===== config.mk =====
export PLATFORM = sky130hd
export DESIGN_NAME = tx_frame_packer_flat
export DESIGN_NICKNAME = d
export VERILOG_FILES = /design/src/rtl/tx_frame_pkg.sv /design/src/rtl/tx_frame_packer_if.sv /design/src/rtl/frame_word_fifo.sv /design/src/rtl/tx_frame_packer.sv /design/src/flat_wrapper.sv
export SDC_FILE = /design/constraint.sdc
export NUM_CORES = 1
export LEC_CHECK = 0
export BUFFER_PORTS_ARGS = -buffer_cell sky130_fd_sc_hd__buf_2
export CAP_MARGIN = 20
export CORE_MARGIN = 5
export CORE_UTILIZATION = 55
export DETAILED_ROUTE_END_ITERATION = 16
export GPL_TIMING_DRIVEN = 0
export PLACE_DENSITY_LB_ADDON = 0.15
export SLEW_MARGIN = 20
export SYNTH_ARGS = -nofsm -noshare
export SYNTH_HDL_FRONTEND = slang
export SYNTH_SLANG_ARGS = --single-unit

===== constraint.sdc =====
create_clock -name clk -period 18.3 [get_ports clk]
set_input_delay 3.66 -clock clk [delete_from_list [all_inputs] [get_ports clk]]
set_output_delay 3.66 -clock clk [all_outputs]
set_load 0.005 [all_outputs]

===== src/rtl/tx_frame_pkg.sv =====
// tx_frame_pkg: shared word type, packer states and the abort keep code.
// Contents:
//   pack_word_t    - one FIFO entry: packed data, byte enables, end-of-frame flag
//   packer_state_e - packer states SYNC/IDLE/ACCUM/DROP
//   KEEP_ABORT     - keep value that, with last=1, marks an aborted frame
package tx_frame_pkg;
  typedef struct packed {
    logic [31:0] data;
    logic [3:0]  keep;
    logic        last;
  } pack_word_t;
  typedef enum logic [1:0] {SYNC, IDLE, ACCUM, DROP} packer_state_e;
  localparam logic [3:0] KEEP_ABORT = 4'h0;
endpackage


===== src/rtl/tx_frame_packer_if.sv =====
// tx_frame_packer_if: valid/ready word stream from the packer to its consumer.
// Signals:
//   m_data  - packed word, byte 0 in [7:0]
//   m_keep  - contiguous byte enables from bit 0 (4'h0 with m_last = abort)
//   m_last  - final word of a frame
//   m_valid - word available
//   m_ready - consumer accepts the word when m_valid & m_ready
interface tx_frame_packer_if;
  logic [31:0] m_data;
  logic [3:0]  m_keep;
  logic        m_last;
  logic        m_valid;
  logic        m_ready;
  modport master(output m_data, m_keep, m_last, m_valid, input m_ready);
  modport slave(input m_data, m_keep, m_last, m_valid, output m_ready);
endinterface


===== src/rtl/frame_word_fifo.sv =====
// frame_word_fifo: synchronous first-word-fall-through FIFO of pack_word_t.
// Ports:
//   clk, rst_n - clock, synchronous active-low reset (flushes contents)
//   push_i     - write wdata_i (ignored when full)
//   pop_i      - drop the head word (ignored when empty)
//   rdata_o    - head word, all zero while empty
//   full_o, empty_o, free_cnt_o - occupancy status before the next edge
module frame_word_fifo import tx_frame_pkg::*; #(
  parameter int DEPTH = 8
) (
  input  logic                     clk,
  input  logic                     rst_n,
  input  logic                     push_i,
  input  logic                     pop_i,
  input  pack_word_t               wdata_i,
  output pack_word_t               rdata_o,
  output logic                     full_o,
  output logic                     empty_o,
  output logic [$clog2(DEPTH):0]   free_cnt_o
);
  localparam int AW = $clog2(DEPTH);
  pack_word_t    mem_q [DEPTH];
  logic [AW-1:0] wr_q, rd_q;
  logic [AW:0]   cnt_q;
  logic          do_push, do_pop;
  assign do_push    = push_i && !full_o;
  assign do_pop     = pop_i && !empty_o;
  assign empty_o    = cnt_q == '0;
  assign full_o     = cnt_q == (AW+1)'(DEPTH);
  assign free_cnt_o = (AW+1)'(DEPTH) - cnt_q;
  assign rdata_o    = empty_o ? '0 : mem_q[rd_q];
  always_ff @(posedge clk) begin
    if (!rst_n) begin
      wr_q  <= '0;
      rd_q  <= '0;
      cnt_q <= '0;
    end else begin
      if (do_push) mem_q[wr_q] <= wdata_i;
      wr_q  <= wr_q + AW'(do_push);
      rd_q  <= rd_q + AW'(do_pop);
      cnt_q <= cnt_q + (AW+1)'(do_push) - (AW+1)'(do_pop);
    end
  end
endmodule


===== src/rtl/tx_frame_packer.sv =====
// tx_frame_packer: packs a tx_en-delimited byte stream into little-endian 32-bit words.
// Ports:
//   clk, rst_n   - clock, synchronous active-low reset
//   txd_i        - input byte
//   tx_en_i      - byte valid; a frame is a maximal run of tx_en_i=1
//   m            - word stream master (data/keep/last/valid out, ready in)
//   frame_cnt_o  - good frames completed, saturating
//   ovf_cnt_o    - frames aborted for lack of FIFO room, saturating
module tx_frame_packer import tx_frame_pkg::*; #(
  parameter int FIFO_DEPTH = 8
) (
  input  logic                     clk,
  input  logic                     rst_n,
  input  logic [7:0]               txd_i,
  input  logic                     tx_en_i,
  tx_frame_packer_if.master        m,
  output logic [15:0]              frame_cnt_o,
  output logic [15:0]              ovf_cnt_o
);
  localparam int FW = $clog2(FIFO_DEPTH) + 1;
  packer_state_e state_q, state_d;
  logic [31:0]   acc_q, acc_d;
  logic [2:0]    idx_q, idx_d;
  logic [15:0]   frame_cnt_q, ovf_cnt_q;
  logic          push, frame_inc, ovf_inc, full, empty, room_mid, room_last;
  logic [3:0]    keep_w;
  logic [FW-1:0] free;
  pack_word_t    push_word, head;
  // A mid-frame word must leave one slot free so the frame can always be terminated.
  assign room_mid  = free >= FW'(2);
  assign room_last = !full;
  assign keep_w    = 4'((5'd1 << idx_q) - 5'd1);
  always_comb begin
    state_d   = state_q;
    acc_d     = acc_q;
    idx_d     = idx_q;
    push      = 1'b0;
    push_word = '0;
    frame_inc = 1'b0;
    ovf_inc   = 1'b0;
    case (state_q)
      SYNC: state_d = tx_en_i ? SYNC : IDLE;
      IDLE: if (tx_en_i) begin
        acc_d   = {24'h0, txd_i};
        idx_d   = 3'd1;
        state_d = ACCUM;
      end
      ACCUM: if (!tx_en_i) begin
        // A terminator refused on a full FIFO loses the whole frame, so count it as overflow.
        push      = room_last;
        push_word = '{acc_q, keep_w, 1'b1};
        frame_inc = room_last;
        ovf_inc   = !room_last;
        state_d   = IDLE;
      end else if (idx_q != 3'd4) begin
        acc_d[8*idx_q[1:0] +: 8] = txd_i;
        idx_d = idx_q + 3'd1;
      end else if (room_mid) begin
        push      = 1'b1;
        push_word = '{acc_q, 4'hF, 1'b0};
        acc_d     = {24'h0, txd_i};
        idx_d     = 3'd1;
      end else begin
        acc_d   = '0;
        idx_d   = '0;
        state_d = DROP;
      end
      DROP: if (!tx_en_i) begin
        push      = room_last;
        push_word = '{32'h0, KEEP_ABORT, 1'b1};
        ovf_inc   = 1'b1;
        state_d   = IDLE;
      end
      default: state_d = SYNC;
    endcase
  end
  always_ff @(posedge clk) begin
    if (!rst_n) begin
      state_q     <= SYNC;
      acc_q       <= '0;
      idx_q       <= '0;
      frame_cnt_q <= '0;
      ovf_cnt_q   <= '0;
    end else begin
      state_q     <= state_d;
      acc_q       <= acc_d;
      idx_q       <= idx_d;
      frame_cnt_q <= frame_cnt_q + 16'(frame_inc && frame_cnt_q != 16'hFFFF);
      ovf_cnt_q   <= ovf_cnt_q + 16'(ovf_inc && ovf_cnt_q != 16'hFFFF);
    end
  end
  frame_word_fifo #(.DEPTH(FIFO_DEPTH)) u_fifo (
    .clk        (clk),
    .rst_n      (rst_n),
    .push_i     (push),
    .pop_i      (m.m_ready),
    .wdata_i    (push_word),
    .rdata_o    (head),
    .full_o     (full),
    .empty_o    (empty),
    .free_cnt_o (free)
  );
  assign m.m_valid   = !empty;
  assign m.m_data    = head.data;
  assign m.m_keep    = head.keep;
  assign m.m_last    = head.last;
  assign frame_cnt_o = frame_cnt_q;
  assign ovf_cnt_o   = ovf_cnt_q;
endmodule

===== src/flat_wrapper.sv =====
// flat-port wrapper written by rule: the top's interface ports become plain ports
module tx_frame_packer_flat import tx_frame_pkg::*;
#(
  parameter int FIFO_DEPTH = 8
)
  (clk, rst_n, txd_i, tx_en_i, frame_cnt_o, ovf_cnt_o, m_m_data, m_m_keep, m_m_last, m_m_valid, m_m_ready);
  tx_frame_packer_if m_i ();
  input  logic clk;
  input  logic rst_n;
  input  logic [7:0] txd_i;
  input  logic tx_en_i;
  output logic [15:0] frame_cnt_o;
  output logic [15:0] ovf_cnt_o;
  output wire logic [$bits(m_i.m_data)-1:0] m_m_data;
  output wire logic [$bits(m_i.m_keep)-1:0] m_m_keep;
  output wire logic [$bits(m_i.m_last)-1:0] m_m_last;
  output wire logic [$bits(m_i.m_valid)-1:0] m_m_valid;
  input wire logic [$bits(m_i.m_ready)-1:0] m_m_ready;
  assign m_m_data = m_i.m_data;
  assign m_m_keep = m_i.m_keep;
  assign m_m_last = m_i.m_last;
  assign m_m_valid = m_i.m_valid;
  assign m_i.m_ready = m_m_ready;
  tx_frame_packer #(.FIFO_DEPTH(FIFO_DEPTH)) u_core (.clk(clk), .rst_n(rst_n), .txd_i(txd_i), .tx_en_i(tx_en_i), .m(m_i), .frame_cnt_o(frame_cnt_o), .ovf_cnt_o(ovf_cnt_o));
endmodule

==> reports/metrics.cfg <==
[critical_path]
path_max_fanout=10
crit_family=buffers and inverters
path_class=register to output pin
cp_slowest_cell=clkbuf_1
cp-start-kind=register
cp.required_ps=14640
cp_slowest_stage_delay_ps=720
cp_cell_sequence=clkbuf_1 -> clkbuf_1 -> mux4_2 -> mux2i_1 -> nor2_1 -> buf_2
cp_num_buf_inv=3
setup.worst_path.end_class=output pin
cp_common_cell=clkbuf_1
cp.arrival_ps=3080

[timing]
final_max_slew_viol_count=0
period_share=0.369
min_period_ps=6740
grt_setup_unrepaired=false
slew_headroom=0.313
clock_skew_ps=18.5
finalSetupTns_ps=0
worstMarginPinSlew_ps=1020
setup_viol=0
fmax_ghz=0.148
finalHoldViolCount=0

[min_path]
worstHoldPathType=register to register

[synth]
synth_area_per_cell_um2=16.2
syn-num-nets=976
synthArstFlopShare=0
synthTopCellsByArea=edfxtp_1, mux4_2, dfxtp_1
yosysWarnings=0
synth_seq_area_share=0.690
synthFlopType=edfxtp_1
synth_top_cell_area_share=0.585
synthDistinctLibCells=48
ys_seq_elements=375
postSynthCellCount=938
synth.cell_area_um2=15200
yosys.area.top_type=edfxtp_1
synth-edff-count=296

[clock_network]
root_buffer=clkbuf_16
cts_resized=0
numCtsBuffers=38
insertion_delay_ps=520
post_cts_buffers=0
clk_pin_slew_ps=60
cts_tree=done
htree_num_levels=2
clockBufferDepth=3
postCtsHoldBufs=0
cts_sinks=375

[global_route]
grt_pass1_vias=8819
antenna_found_initial=0
grt_util_all_layers=0.213
grt_overflow=0
grt_pass1_wl_um=50900
grt_max_degree=16

[die]
coreArea_um2=27100
ios=82
die_area_um2=31000
start_util=0.560
fp.dieH_um=176
num_rows=60
die_x_um=176

[layout]
final_design_area_no_fill_um2=17700
post-route-util=0.654
area_growth_syn_to_layout_pct=16.7
layout-drive-gt1-share=0.259
nNetsFinal=1149
insertedDiodeCount=0
final_cells=1512

[placement]
gp_congestion=0.873
post-dp-hpwl_um=22300
numPortBuffers=80
dp.cells=1443
place_area_um2=16500

[detailed_routing]
drc_errors=0
vias=8520
drt_pass1_iterations=5
drt_iter0_markers=639
viasPerCell=5.63
drt-total-wl_um=32500
ant_nets=0
avgRoutedWirePerCell_um=21.5

[power_and_ir_drop]
pwr-share-comb=0.188
p_int_mw=1.57
switchingPower_mw=0.523
p_leak_nw=6.15
ir_worst_vdd_uv=73.8
switching_share=0.250
p_seq_frac=0.439
clockPowerShare=0.373
p_per_area_nw_per_um2=118

[outcome]
status=finished clean

[run]
timing.max_cap.violations=0

registers in the layout, indices dropped and copies added, names as in the netlist:
register             cells
u_core.state_q           2
u_core.u_fifo.cnt_q      4
u_core.frame_cnt_o      16
u_core.u_fifo.mem_q    296
u_core.idx_q             3
u_core.ovf_cnt_o        16
u_core.acc_q            32
u_core.u_fifo.rd_q       3
u_core.u_fifo.wr_q       3
layout by cell type (no fill, tap or decap), types with 9 or more instances in the layout:
| master | count |
|---|---|
| buf_2 | 117 |
| xor2_1 | 20 |
| and2_1 | 48 |
| edfxtp_1 | 296 |
| a21oi_1 | 34 |
| nand2_1 | 39 |
| clkbuf_16 | 39 |
| buf_6 | 9 |
| mux2i_1 | 37 |
| clkbuf_1 | 33 |
| or3_1 | 14 |
| inv_1 | 23 |
| xnor2_1 | 12 |
| nand3_1 | 19 |
| ha_1 | 25 |
| buf_4 | 21 |
| nor2_1 | 81 |
| clkinv_2 | 9 |
| mux4_2 | 74 |
| dfxtp_1 | 79 |
worst reg2reg max path, delay by kind of cell, from the launching register on:
family | cells | cell delay (ps)
adder cells (fa/ha/maj) | 1 | 170
AND/OR/NAND/NOR | 2 | 1000
flip-flops | 1 | 380
buffers and inverters | 6 | 1580
AO/OA/AOI/OAI | 2 | 440
worst paths after layout:
kind / startpoint / endpoint / slack (ps) / cells after the start
hold reg to reg: u_core.acc_q[21] / u_core.acc_q[21] / 450 / 2
hold / removal: u_core.acc_q[21] / u_core.acc_q[21] / 450 / 2
setup reg to reg: u_core.idx_q[0] / u_core.u_fifo.mem_q[5][22] / 14430 / 11
setup / recovery: u_core.u_fifo.rd_q[1] / m_m_keep[0] / 11560 / 6
layer usage:
layer | wire length [um] | track usage | part of all wire | vias to the layer above
li1 | - | - | - | 3957
met1 | 14300 | 0.303 | 0.44 | 4269
met2 | 15800 | 0.349 | 0.49 | 238
met3 | 1670 | 0.0349 | 0.051 | 56
met4 | 746 | 0.0565 | 0.023 | 0
met5 | 0 | 0 | 0 | -
power groups by stage:
| stage | Sequential [mW] | Clock, mW | Combinational, mW |
|---|---|---|---|
| 6_report | 0.920 | 0.781 | 0.393 |
| 4_1_cts | 0.920 | 0.794 | 0.403 |
| 3_5_place_dp | 0.938 | 0 | 0.401 |
| 5_1_grt | 0.921 | 0.838 | 0.440 |
| 2_1_floorplan | 0.937 | 0 | 0.267 |
| 3_3_place_gp | 0.938 | 0 | 0.397 |
synthesized netlist by cell type (10+ instances only):
master	number
clkbuf_1	26
nor2_1	81
nor3_1	10
mux4_2	74
or3_1	14
mux2i_1	37
xor2_1	20
nand3_1	19
buf_2	12
a21oi_1	34
and2_1	48
ha_1	25
dfxtp_1	79
inv_1	23
nand2_1	39
edfxtp_1	296
xnor2_1	12
through the flow:
stage | power, mW | hold WS (ps) | worst slack [ps]
6_report | 2.09 | 448 | 11560
3_3_place_gp | 1.34 | 434 | 5800
3_5_place_dp | 1.34 | 439 | 11910
4_1_cts | 2.12 | 447 | 11550
2_1_floorplan | 1.20 | 427 | 10030
5_1_grt | 2.20 | 462 | 11440
logic make-up (layout without fill, tap and decap cells):
kind of cell	count (synthesis)	count (layout)	synth area share
fa+ha+maj	26	26	0.0219
mux	111	111	0.134
compound gates	85	85	0.0389
simple gates	241	241	0.0784
xor+xnor	32	32	0.0185
flops	375	375	0.690
buf+inv	68	270	0.0185
final cells by class:
| type | instances | area, um2 |
|---|---|---|
| well taps | 372 | 465 |
| fillers | 1971 | 9380 |
| flip-flops and latches | 375 | 10500 |
| multi-input cells | 495 | 4480 |
| inverters | 24 | 90.1 |
| clock inverters | 23 | 262 |
| repair buffers | 133 | 766 |
| plain buffers | 44 | 191 |
| clock buffers | 46 | 1000 |
Note: power is estimated with default switching activity, not from simulation.
